[config.mk]
export PLATFORM = sky130hd
export DESIGN_NAME = i2s_tx
export DESIGN_NICKNAME = d
export VERILOG_FILES = /design/src/rtl/i2s_pkg.sv /design/src/rtl/i2s_clk_div.sv /design/src/rtl/i2s_tx.sv
export SDC_FILE = /design/constraint.sdc
export NUM_CORES = 1
export LEC_CHECK = 0
export BUFFER_PORTS_ARGS = -buffer_cell sky130_fd_sc_hd__buf_2
export CORE_MARGIN = 2
export CORE_UTILIZATION = 61
export CTS_BUF_LIST = sky130_fd_sc_hd__clkbuf_2
export DETAILED_ROUTE_END_ITERATION = 8
export GPL_TIMING_DRIVEN = 0
export PLACE_DENSITY_LB_ADDON = 0.08
export SYNTH_ARGS = -nofsm -noshare
export SYNTH_HDL_FRONTEND = slang
export SYNTH_SLANG_ARGS = --single-unit
[constraint.sdc]
create_clock -name clk -period 2.6 [get_ports clk]
set_input_delay 0.52 -clock clk [delete_from_list [all_inputs] [get_ports clk]]
set_output_delay 0.52 -clock clk [all_outputs]
set_load 0.05 [all_outputs]
[src/rtl/i2s_pkg.sv]
// Shared I2S definitions: FSM state type, default geometry and a parameter
// legality check used at elaboration by the transmitter and receiver.
package i2s_pkg;

  typedef enum logic {
    IDLE,
    RUN
  } i2s_state_t;

  localparam int unsigned DEF_WIDTH   = 16;
  localparam int unsigned DEF_SLOT    = 32;
  localparam int unsigned DEF_CLK_DIV = 4;

  // Left-justified framing may fill the whole slot; standard I2S loses one
  // BCLK to the MSB delay, so the sample must be strictly narrower than SLOT.
  function automatic bit i2s_params_ok(input int unsigned width,
                                       input int unsigned slot,
                                       input int unsigned clk_div,
                                       input bit          lj);
    bit fit;
    fit = lj ? (width <= slot) : (width < slot);
    return (width >= 1) && fit && (clk_div >= 2) && ((clk_div % 2) == 0);
  endfunction

endpackage

[src/rtl/i2s_clk_div.sv]
// BCLK divider: owns div_cnt, drives a registered bclk and flags the clk
// cycle on whose closing edge bclk falls (fall_stb) or rises (rise_stb).
module i2s_clk_div
  import i2s_pkg::*;
#(
  parameter int unsigned CLK_DIV = DEF_CLK_DIV
) (
  input  logic clk,
  input  logic rst_n,
  input  logic en,
  output logic bclk,
  output logic fall_stb,
  output logic rise_stb
);

  localparam int unsigned DW = (CLK_DIV > 1) ? $clog2(CLK_DIV) : 1;
  localparam logic [DW-1:0] DIV_LAST = DW'(CLK_DIV - 1);
  localparam logic [DW-1:0] DIV_HALF = DW'(CLK_DIV / 2 - 1);

  logic [DW-1:0] div_cnt;

  assign fall_stb = en && (div_cnt == DIV_LAST);
  assign rise_stb = en && (div_cnt == DIV_HALF);

  // Free-running divider while enabled; parked at zero with bclk low otherwise.
  always_ff @(posedge clk) begin
    if (!rst_n || !en) begin
      div_cnt <= '0;
      bclk    <= 1'b0;
    end else begin
      div_cnt <= fall_stb ? '0 : div_cnt + 1'b1;
      if (rise_stb) begin
        bclk <= 1'b1;
      end else if (fall_stb) begin
        bclk <= 1'b0;
      end
    end
  end

endmodule

[src/rtl/i2s_tx.sv]
// I2S transmitter: one-frame holding register behind a valid/ready port,
// serialised MSB-first on sdata with locally generated bclk/lrclk.
// Define I2S_TX_LJ_EN for left-justified framing (MSB at slot position 0);
// otherwise standard I2S with the MSB one BCLK after the lrclk edge.
module i2s_tx
  import i2s_pkg::*;
#(
  parameter int unsigned WIDTH   = DEF_WIDTH,
  parameter int unsigned SLOT    = DEF_SLOT,
  parameter int unsigned CLK_DIV = DEF_CLK_DIV
) (
  input  logic             clk,
  input  logic             rst_n,
  input  logic             s_valid,
  output logic             s_ready,
  input  logic [WIDTH-1:0] s_left,
  input  logic [WIDTH-1:0] s_right,
  output logic             bclk,
  output logic             lrclk,
  output logic             sdata,
  output logic             frame_start,
  output logic             underrun
);

`ifdef I2S_TX_LJ_EN
  localparam bit LJ = 1'b1;
`else
  localparam bit LJ = 1'b0;
`endif

  localparam int unsigned BW = $clog2(2 * SLOT);
  localparam logic [BW-1:0] LAST_BIT = BW'(2 * SLOT - 1);
  localparam logic [BW-1:0] SLOT_B   = BW'(SLOT);
  localparam logic [BW-1:0] P_LO     = LJ ? '0 : BW'(1);
  localparam logic [BW-1:0] WIDTH_B  = BW'(WIDTH);

  if (!i2s_params_ok(WIDTH, SLOT, CLK_DIV, LJ)) begin : g_bad_params
    $error("i2s_tx: illegal WIDTH/SLOT/CLK_DIV combination");
  end

  i2s_state_t       state;
  logic [BW-1:0]    bit_cnt;
  logic             hold_full;
  logic [WIDTH-1:0] hold_l, hold_r;
  logic [WIDTH-1:0] sh_l, sh_r;

  logic             fall_stb;
  logic             accept;
  logic             step;
  logic             load;
  logic [BW-1:0]    bit_cnt_n;
  logic [BW-1:0]    p_n;
  logic             chan_n;
  logic             in_win;
  logic             sdata_n;
  logic [WIDTH-1:0] new_l, new_r;
  logic [WIDTH-1:0] sh_l_n, sh_r_n;

  assign s_ready = !hold_full;
  assign accept  = s_valid && s_ready;

  i2s_clk_div #(
    .CLK_DIV (CLK_DIV)
  ) u_clk_div (
    .clk      (clk),
    .rst_n    (rst_n),
    .en       (state == RUN),
    .bclk     (bclk),
    .fall_stb (fall_stb),
    .rise_stb ()
  );

  // Next bit position and serialiser contents for the upcoming bclk low phase.
  // Leaving IDLE is treated as a fall strobe onto bit 0 so the first frame
  // loads through the same path as every later one.
  always_comb begin
    step      = 1'b0;
    bit_cnt_n = bit_cnt;
    if (state == IDLE) begin
      step      = hold_full;
      bit_cnt_n = '0;
    end else begin
      step      = fall_stb;
      bit_cnt_n = (bit_cnt == LAST_BIT) ? '0 : bit_cnt + 1'b1;
    end
    load   = step && (bit_cnt_n == '0);
    chan_n = (bit_cnt_n >= SLOT_B);
    p_n    = chan_n ? bit_cnt_n - SLOT_B : bit_cnt_n;
    // Unsigned wrap makes positions before P_LO fall outside the window.
    in_win = (BW'(p_n - P_LO) < WIDTH_B);
    new_l  = load ? (hold_full ? hold_l : '0) : sh_l;
    new_r  = load ? (hold_full ? hold_r : '0) : sh_r;
    sh_l_n  = new_l;
    sh_r_n  = new_r;
    sdata_n = 1'b0;
    if (in_win) begin
      if (chan_n) begin
        sdata_n = new_r[WIDTH-1];
        sh_r_n  = new_r << 1;
      end else begin
        sdata_n = new_l[WIDTH-1];
        sh_l_n  = new_l << 1;
      end
    end
  end

  // Control FSM with holding register, bit counter and registered outputs.
  always_ff @(posedge clk) begin
    if (!rst_n) begin
      state       <= IDLE;
      bit_cnt     <= '0;
      lrclk       <= 1'b0;
      sdata       <= 1'b0;
      frame_start <= 1'b0;
      underrun    <= 1'b0;
      hold_full   <= 1'b0;
      hold_l      <= '0;
      hold_r      <= '0;
      sh_l        <= '0;
      sh_r        <= '0;
    end else begin
      frame_start <= 1'b0;
      underrun    <= 1'b0;
      // An accept can only coincide with a load that found the register empty,
      // so the new pair survives the load and plays in the following frame.
      if (load && hold_full) begin
        hold_full <= 1'b0;
      end else if (accept) begin
        hold_full <= 1'b1;
        hold_l    <= s_left;
        hold_r    <= s_right;
      end
      if (step) begin
        state   <= RUN;
        bit_cnt <= bit_cnt_n;
        lrclk   <= chan_n;
        sdata   <= sdata_n;
        sh_l    <= sh_l_n;
        sh_r    <= sh_r_n;
        if (load) begin
          frame_start <= 1'b1;
          underrun    <= !hold_full;
        end
      end
    end
  end

endmodule

==> metrics, run 1 <==
status finished, final reports clean; first-pass GRT wire length 16.3 mm; Detailed Routing Iterations Pass 1 5; WL/cell 16.7 um; worst path buffer plus inverter count 1; initial antenna violation count 0; CTS max path bufs 2; dpl hpwl 7.14 mm; CP delay by family, top simple AND/OR/NAND/NOR gates; Max Clk Rate 402 MHz; Synth Area in Compound Gates 0.321; DR vias 3798; # DRC 0; setup TNS 0 ns; critical path arrival 2.97 ns; Max Cap Violations 0; worst hold path type in -> reg; core area 0.00624 sq mm; antenna cells 0; crit path max fanout 10; synth warn 0; worst hold margin 0.183 ns; largest family of logic cells by synthesized area compound AO/OA/AOI/OAI gates; largest net degree at the start of global routing 16; clk sinks 79; Initial Utilization 0.619; most frequent cells in the layout nand2_1, dfxtp_1, a21oi_1; CP Cell Sequence ha_2 -> and3_2 -> mux2i_2 -> nand3_1 -> clkbuf_2 -> a41oi_1 -> nor2_1 -> o21a_1; max-slew violations 0; fraction of layout cells with a size suffix above 1 0.182; Critical R2R Launch bit_cnt[1]$_SDFFE_PN0N_; PortBufs 39; vias in the first global route 3463; grt total ovfl 0; synthesis-to-finish area growth 12.0%; flops & latches, synth 79; Worst EP required 3.08 ns; Hold Startpoint s_right[9]; Reg clk slew, reported paths 0.25 ns; die area 0.00699 sq mm; mapped cell area 0.00386 sq mm; Post-Route Skew 0.0283 ns; I/O pin total 41; Worst setup SP type flip-flop; simple-gate share of the synthesized area 0.180; layout net count 561; crit path from bit_cnt[1]$_SDFFE_PN0N_; R2R depth 8; Pwr Density 548 mW/mm^2; RSZ-0062 raised after global routing no; num rows 29; Clock Root Buffer clkbuf_2; cts bufs inserted 9; final hold viol count 0; number of library cell types mapped by synthesis 48; initial drt markers 440; commonest non-fill, non-tap cell in the layout nand2_1; CTS tree built; Detail Route Antenna Nets 0; Worst Tran Pin Value 0.696 ns; die height 83.6 um; net count after synthesis 511; sequential area share after synthesis 0.409; Synth Flop Type dfxtp_1; final wirelength 10.1 mm; Critical Path Sink Type flip-flop; Rel. slew slack 0.536; Max VDD drop 437 uV; EDFF count, synth 0; period utilization 0.958; Crit path depth 8; Total Routing Usage GR 0.286; worst-skew pair later-pin latency 0.54 ns; critical path type reg -> reg; area share of fa/ha/maj cells after synthesis 0.00971; Avg Inst Size Synth 8.17 sq um; via/cell ratio 6.28; die width 83.6 um; endpoints failing setup 0; Lkg Pwr 1.53 nW; Layout Utilization 0.693; number of H-tree branching levels 3; Max stage delay on crit path 0.47 ns; mux share of post-synthesis cell area 0.0155; synthesized netlist cell count 473; Fill cells 558; Crit-path slowest cell dfxtp_1; XOR/XNOR Fraction of Synth Area 0.00906; async set-or-reset flop fraction in the synthesized netlist 0; Routability Congestion 0.885; worst hold path depth 3; Period minus WS final 2.49 ns
==> routing by layer <==
layer | part of all wire | global-route usage | routed length (um)
met1 | 0.46 | 0.411 | 4650
met2 | 0.45 | 0.448 | 4570
met3 | 0.073 | 0.0366 | 741
met4 | 0.013 | 0.0953 | 135
met5 | 0 | 0 | 0
==> worst paths after layout <==
| check | to | slack, ns |
|---|---|---|
| hold reg to reg | lrclk$_SDFFE_PN0N_ | 0.47 |
| setup / recovery | sh_r[4]$_SDFFE_PN0N_ | 0.11 |
| setup reg to reg | sh_r[4]$_SDFFE_PN0N_ | 0.11 |
| hold / removal | hold_r[9]$_SDFFE_PN0P_ | 0.18 |
==> cell type report <==
cell class,instances,area (sq um),area share
buffer,42,193,0.0445
clock buffer,9,45.0,0.0104
clock inverter,7,81.3,0.0188
inverter,7,26.3,0.00607
multi-input combinational,344,2100,0.485
sequential,79,1580,0.366
tap,77,96.3,0.0223
timing repair buffer,40,203,0.0468
==> sequential cells by signal (all words and copies together), names as in the netlist <==
register and flops:
hold_l 16, hold_r 16, sh_l 16, sh_r 16, bit_cnt 6, u_clk_div.div_cnt 2
frame_start 1, hold_full 1, lrclk 1, sdata 1, state 1, u_clk_div.bclk 1
underrun 1
==> report_power, final <==
group / total (mW) / switching (mW) / internal, mW
clock network: 0.716 / 0.480 / 0.236
logic: 0.343 / 0.229 / 0.114
registers: 1.31 / 0.0395 / 1.27
==> synthesized netlist by cell type (2+ instances only) <==
master	instances	area share
inv_1	6	0.0058
nor3_1	5	0.0065
a21o_1	14	0.027
nor2b_1	4	0.0065
a31oi_1	8	0.013
nand2_1	82	0.080
buf_2	13	0.017
nor2_1	15	0.015
a211oi_2	2	0.0065
mux2_4	2	0.0078
o31ai_1	22	0.043
buf_4	2	0.0039
o211ai_1	2	0.0039
a211oi_1	3	0.0058
a41oi_1	11	0.025
a221oi_1	2	0.0045
ha_1	3	0.0097
a22oi_1	11	0.021
o21a_1	13	0.025
nand4_1	23	0.037
dfxtp_1	79	0.41
a211o_1	3	0.0068
nand3_1	6	0.0078
nor4_1	2	0.0032
and2_1	4	0.0065
a211oi_4	2	0.010
clkbuf_1	27	0.026
xnor2_1	3	0.0068
a32oi_1	2	0.0045
mux2i_1	3	0.0078
a21oi_1	73	0.095
o21ai_0	10	0.013
==> stage by stage <==
step / std cells / setup WS [ns] / area, sq um / power [mW]
2_1_floorplan: 473 / 0.444 / 3860 / 1.55
3_3_place_gp: 589 / 0.0857 / 4160 / 1.65
3_5_place_dp: 589 / 0.0413 / 4160 / 1.66
4_1_cts: 605 / 0.00967 / 4280 / 2.35
5_1_grt: 605 / 0.0102 / 4330 / 2.45
6_report: 605 / 0.110 / 4330 / 2.37
==> worst min-delay path, cell delays in order <==
cell and delay, ns:
buf_2 0.09, nand2_1 0.04, a21oi_1 0.05
==> cells by family after synthesis <==
family,after synthesis
buffers and inverters,50
muxes,5
DFF,79
xor gates and xnor gates,4
adders and majority gates,3
and+or+nand+nor,148
AOI/OAI and AO/OA,184
==> timing repair <==
item                                    in CTS  in global routing
setup buffers                                0                  1
endpoints found under the setup margin       0                 31
hold buffers                                 0                  0
gates resized for setup                      0                 17
Note: power is estimated with default switching activity, not from simulation.
==> run 2: changes to the inputs <==
- GPL_TIMING_DRIVEN: 0 -> not set
- PLACE_DENSITY: not set -> 0.9
- PLACE_DENSITY_LB_ADDON: 0.08 -> not set
==> metrics, run 2 (synthesis gave the netlist of run 1 again) <==
# hold bufs at CTS 0 (unchanged); initial drt markers 249 (was 440); commonest non-fill, non-tap cell in the layout nand2_1 (unchanged); via/cell ratio 6.44 (was 6.28); Worst EP required 3.07 ns (was 3.08 ns); # DRC 0 (unchanged); grt total ovfl 0 (unchanged); Rel. slew slack 0.569 (was 0.536); CTS tree built (unchanged); Max Clk Rate 413 MHz (was 402 MHz); Register Area 0.00158 sq mm (unchanged); CP delay by family, top compound AO/OA/AOI/OAI gates (was simple AND/OR/NAND/NOR gates); Post-Route Skew 0.0202 ns (was 0.0283 ns); Clock Root Buffer clkbuf_2 (unchanged); clk sinks 79 (unchanged); Reg clk slew, reported paths 0.24 ns (was 0.25 ns); most frequent cells in the layout nand2_1, dfxtp_1, a21oi_1 (unchanged); first-pass GRT wire length 16.8 mm (was 16.3 mm); antenna cells 0 (unchanged); DR vias 3806 (was 3798); Worst Tran Pin Value 0.646 ns (was 0.696 ns); layout net count 547 (was 561); number of H-tree branching levels 3 (unchanged); Pwr Density 521 mW/mm^2 (was 548 mW/mm^2); critical path type reg -> reg (unchanged); CP Cell Sequence ha_1 -> nor2b_1 -> buf_4 -> a41oi_1 -> a211oi_4 -> nand3_1 -> a211o_1 -> a31oi_1 (was ha_2 -> and3_2 -> mux2i_2 -> nand3_1 -> clkbuf_2 -> a41oi_1 -> nor2_1 -> o21a_1); worst-skew pair later-pin latency 0.54 ns (about the same); I/O pin total 41 (unchanged); fraction of layout cells with a size suffix above 1 0.202 (was 0.182); dpl hpwl 6.63 mm (was 7.14 mm); worst hold path type in -> reg (unchanged); final hold viol count 0 (unchanged); multi-input combinational cell area 0.00209 sq mm (was 0.00210 sq mm); Max Cap Violations 0 (unchanged); largest net degree at the start of global routing 33 (was 16); Detail Route Antenna Nets 0 (unchanged); Fill cells 513 (was 558); endpoints failing setup 0 (unchanged); Period minus WS final 2.42 ns (was 2.49 ns); synthesis-to-finish area growth 12.1% (was 12.0%); PortBufs 40 (was 39); num rows 29 (unchanged); worst path buffer plus inverter count 1 (unchanged); final wirelength 9.96 mm (was 10.1 mm); Lkg Pwr 1.54 nW (was 1.53 nW); initial antenna violation count 0 (unchanged); WL/cell 16.9 um (was 16.7 um); cts bufs inserted 9 (unchanged); Routability Congestion 0.892 (was 0.885); CTS max path bufs 2 (unchanged); Max stage delay on crit path 0.45 ns (was 0.47 ns); die width 83.6 um (unchanged); Placement Setup Slack 0.0356 ns (was 0.0413 ns); Initial Utilization 0.619 (unchanged); Final WS setup 0.181 ns (was 0.110 ns); period utilization 0.930 (was 0.958); die area 0.00699 sq mm (unchanged); Max VDD drop 421 uV (was 437 uV); max-slew violations 0 (unchanged); crit path max fanout 5 (was 10); vias in the first global route 3621 (was 3463); Critical Path Sink Type flip-flop (unchanged); core area 0.00624 sq mm (unchanged); Crit-path slowest cell dfxtp_1 (unchanged); Worst setup SP type flip-flop (unchanged); Detailed Routing Iterations Pass 1 7 (was 5); critical path arrival 2.89 ns (was 2.97 ns); die height 83.6 um (unchanged); status finished, final reports clean (unchanged); Total Routing Usage GR 0.288 (was 0.286); setup TNS 0 ns (unchanged); RSZ-0062 raised after global routing no (unchanged)
-- run 2: power breakdown --
part           switching [mW]  internal (mW)  total (mW)  leakage (nW)
clock                   0.465          0.136       0.600        0.0581
combinational           0.225          0.122       0.347         0.841
sequential             0.0378           1.27        1.31         0.644
total                   0.727           1.53        2.26          1.54
-- run 2: layout make-up --
type | count | share of cell area
Sequential cell | 79 | 0.365
Timing Repair Buffer | 68 | 0.101
Inverter | 7 | 0.00607
Multi-Input combinational cell | 344 | 0.482
Clock buffer | 9 | 0.0104
Tap cell | 77 | 0.0222
Clock inverter | 7 | 0.0130
-- run 2: per-layer routing --
layer	track usage	up-vias	routed length (um)
li1	-	1809	-
met1	0.387	1806	4350
met2	0.465	166	4760
met3	0.0475	25	613
met4	0.111	0	238
met5	0	-	0
-- run 2: what timing repair did --
action / 4_1_cts / 5_1_grt
setup buffers: 0 / 3
hold endpoints to repair: 0 / 0
pin swaps: 0 / 1
setup endpoints to repair: 6 / 22
resized for setup: 1 / 3
-- run 2: path summary, 6_finish.rpt --
path | from | endpoint | slack (ns) | depth (start not counted)
max | bit_cnt[1]$_SDFFE_PN0N_ | sdata$_SDFFE_PN0N_ | 0.18 | 8
min | s_left[8] | hold_l[8]$_SDFFE_PN0P_ | 0.18 | 3
max reg2reg | bit_cnt[1]$_SDFFE_PN0N_ | sdata$_SDFFE_PN0N_ | 0.18 | 8
min reg2reg | hold_l[5]$_SDFFE_PN0P_ | hold_l[5]$_SDFFE_PN0P_ | 0.47 | 2
-- run 2: worst min-delay path, delay by kind of cell --
kind | cells | cell delay (ns)
buffers and inverters | 1 | 0.09
AO/OA/AOI/OAI | 1 | 0.05
AND/OR/NAND/NOR | 1 | 0.04
-- run 2: stage by stage --
step           cells  power, mW   util  area [sq um]  hold slack [ns]
3_3_place_gp     572       1.65  0.670          4180            0.428
6_report         591       2.26  0.694          4330            0.177
2_1_floorplan    473       1.55      -          3860            0.421
3_5_place_dp     572       1.67  0.670          4180            0.446
5_1_grt          591       2.35  0.694          4330            0.146
4_1_cts          588       2.26  0.687          4290            0.158
==> run 3: changes to the inputs <==
- SETUP_SLACK_MARGIN: not set -> 0.5
==> metrics, run 3 (synthesis gave the netlist of run 1 again) <==
status complete, but fails checks (was finished, final reports clean); failing checks design-rule violations; via/cell ratio 7.22 (was 6.44); Max VDD drop 632 uV (was 421 uV); Hold Path End hold_l[1]$_SDFFE_PN0P_ (was hold_l[8]$_SDFFE_PN0P_); R2R setup slack 0.27 ns (was 0.18 ns); layout net count 582 (was 547); number of H-tree branching levels 3 (unchanged); Max Clk Rate 430 MHz (was 413 MHz); Fill cells 341 (was 513); Lkg Pwr 1.79 nW (was 1.54 nW); grt total ovfl 0 (unchanged); Critical Path Sink Type flip-flop (unchanged); Worst EP required 3.05 ns (was 3.07 ns); RSZ-0062 raised after global routing yes (was no); critical path type reg -> reg (unchanged); Hold Startpoint s_left[1] (was s_left[8]); Worst Tran Pin Value 0.655 ns (was 0.646 ns); clk sinks 79 (unchanged); Finished Cell Area 0.00507 sq mm (was 0.00433 sq mm); initial antenna violation count 0 (unchanged); CTS tree built (unchanged); Routability Congestion 0.939 (was 0.892); cts bufs inserted 9 (unchanged); Worst setup SP type flip-flop (unchanged); Pwr Density 529 mW/mm^2 (was 521 mW/mm^2); CTS max path bufs 2 (unchanged); worst hold path depth 3 (unchanged); core area 0.00624 sq mm (unchanged); Max Cap Violations 0 (unchanged); Rel. slew slack 0.561 (was 0.569); fraction of layout cells with a size suffix above 1 0.328 (was 0.202); Clock Root Buffer clkbuf_2 (unchanged); Total Routing Usage GR 0.324 (was 0.288); dpl hpwl 6.83 mm (was 6.63 mm); WL/cell 22.5 um (was 16.9 um); die area 0.00699 sq mm (unchanged); vias in the first global route 3977 (was 3621); Detailed Routing Iterations Pass 1 9 (was 7); PortBufs 40 (unchanged); commonest non-fill, non-tap cell in the layout nand2_1 (unchanged); DP Area 0.00425 sq mm (was 0.00418 sq mm); most frequent cells in the layout nand2_1, dfxtp_1, a21oi_1 (unchanged); crit path max fanout 7 (was 5); first-pass GRT wire length 18.6 mm (was 16.8 mm); reg2reg end sh_r[7]$_SDFFE_PN0N_ (was sdata$_SDFFE_PN0N_); final wirelength 14.1 mm (was 9.96 mm); I/O pin total 41 (unchanged); die width 83.6 um (unchanged); R2R depth 9 (was 8); Period minus WS final 2.33 ns (was 2.42 ns); period utilization 0.895 (was 0.930); Reg clk slew, reported paths 0.26 ns (was 0.24 ns); Switching Share 0.305 (was 0.322); endpoints failing setup 0 (unchanged); critical path arrival 2.78 ns (was 2.89 ns); Net Sw Power 0.818 mW (was 0.727 mW); Internal Power 1.86 mW (was 1.53 mW); largest net degree at the start of global routing 33 (unchanged); Reg power frac 0.492 (was 0.580); antenna cells 0 (unchanged); max-slew violations 0 (unchanged); setup TNS 0 ns (unchanged); DR vias 4518 (was 3806); final hold viol count 0 (unchanged); Post-Route Skew 0.0455 ns (was 0.0202 ns); die height 83.6 um (unchanged); worst hold path type in -> reg (unchanged); # DRC 5 (was 0); worst-skew pair later-pin latency 0.55 ns (was 0.54 ns); Clk pwr share 0.338 (was 0.266); Critical R2R Launch bit_cnt[0]$_SDFFE_PN0N_ (was bit_cnt[1]$_SDFFE_PN0N_); initial drt markers 899 (was 249); Gate power share 0.171 (was 0.154); num rows 29 (unchanged); Detail Route Antenna Nets 0 (unchanged); synthesis-to-finish area growth 31.2% (was 12.1%); Initial Utilization 0.619 (unchanged)
run 3: cell types whose count changed in the layout (fill, tap and decap cells not counted), sizes merged:
cell      delta
a211o        +1
clkbuf       +2
bufinv       +3
o21ai        +1
clkinvlp     -1
buf         +31
clkinv       -3
mux2         +1
run 3: final cells by class:
cell class	count	area [sq um]	area share
Inverter	7	26.3	0.00518
Clock buffer	10	50.0	0.00987
Timing Repair Buffer	100	759	0.150
Clock inverter	6	115	0.0227
Multi-Input combinational cell	347	2440	0.481
Sequential cell	79	1590	0.313
Tap cell	77	96.3	0.0190
run 3: per-layer routing:
layer	track usage	routed length, um	vias to the layer above
li1	-	-	1888
met1	0.396	4980	2033
met2	0.540	6460	456
met3	0.0732	1650	141
met4	0.157	994	0
met5	0	0	-
run 3: timing repair:
action / CTS / global route
pin swaps: 10 / 22
cloned: 2 / 6
gates resized for setup: 35 / 63
buffers inserted: 11 / 8
hold buffers: 0 / 0
endpoints found under the setup margin: 34 / 34
run 3: worst max-delay path by stage:
stage,from,to,slack [ns],depth (start not counted)
6_report,bit_cnt[0]$_SDFFE_PN0N_,sh_r[7]$_SDFFE_PN0N_,0.27,9
5_1_grt,bit_cnt[1]$_SDFFE_PN0N_,sh_l[1]$_SDFFE_PN0N_,0.15,10
4_1_cts,bit_cnt[0]$_SDFFE_PN0N_,sh_r[11]$_SDFFE_PN0N_,0.47,9
3_5_place_dp,bit_cnt[1]$_SDFFE_PN0N_,sh_l[4]$_SDFFE_PN0N_,0.004,8
3_3_place_gp,bit_cnt[1]$_SDFFE_PN0N_,sh_l[8]$_SDFFE_PN0N_,0.07,8
2_1_floorplan,bit_cnt[0]$_SDFFE_PN0N_,sh_l[5]$_SDFFE_PN0N_,0.51,8
run 3: per-stage QoR:
step                      std cells  hold WS [ns]  utilization  power, mW  setup slack [ns]
final                           626         0.167        0.813       2.68             0.272
after global placement          583         0.434        0.682       1.66            0.0723
after detailed placement        583         0.447        0.682       1.67           0.00447
after floorplan                 473         0.421            -       1.55             0.506
after CTS                       612         0.177        0.747       2.57             0.471
after global routing            626         0.154        0.813       2.74             0.150
run 3: power by group through the flow:
stage | Sequential [mW] | Combinational, mW | Clock [mW]
2_1_floorplan | 1.32 | 0.230 | 0
3_3_place_gp | 1.33 | 0.333 | 0
3_5_place_dp | 1.33 | 0.343 | 0
4_1_cts | 1.31 | 0.382 | 0.879
5_1_grt | 1.32 | 0.482 | 0.938
6_report | 1.32 | 0.458 | 0.906
run 3: critical path, stage by stage (launching register included):
cell,delay (ns)
dfxtp_2,0.39
ha_4,0.17
and3_4,0.19
buf_6,0.13
a31oi_4,0.28
o211ai_1,0.18
buf_4,0.20
o31ai_2,0.31
a21oi_1,0.17
o21a_1,0.20
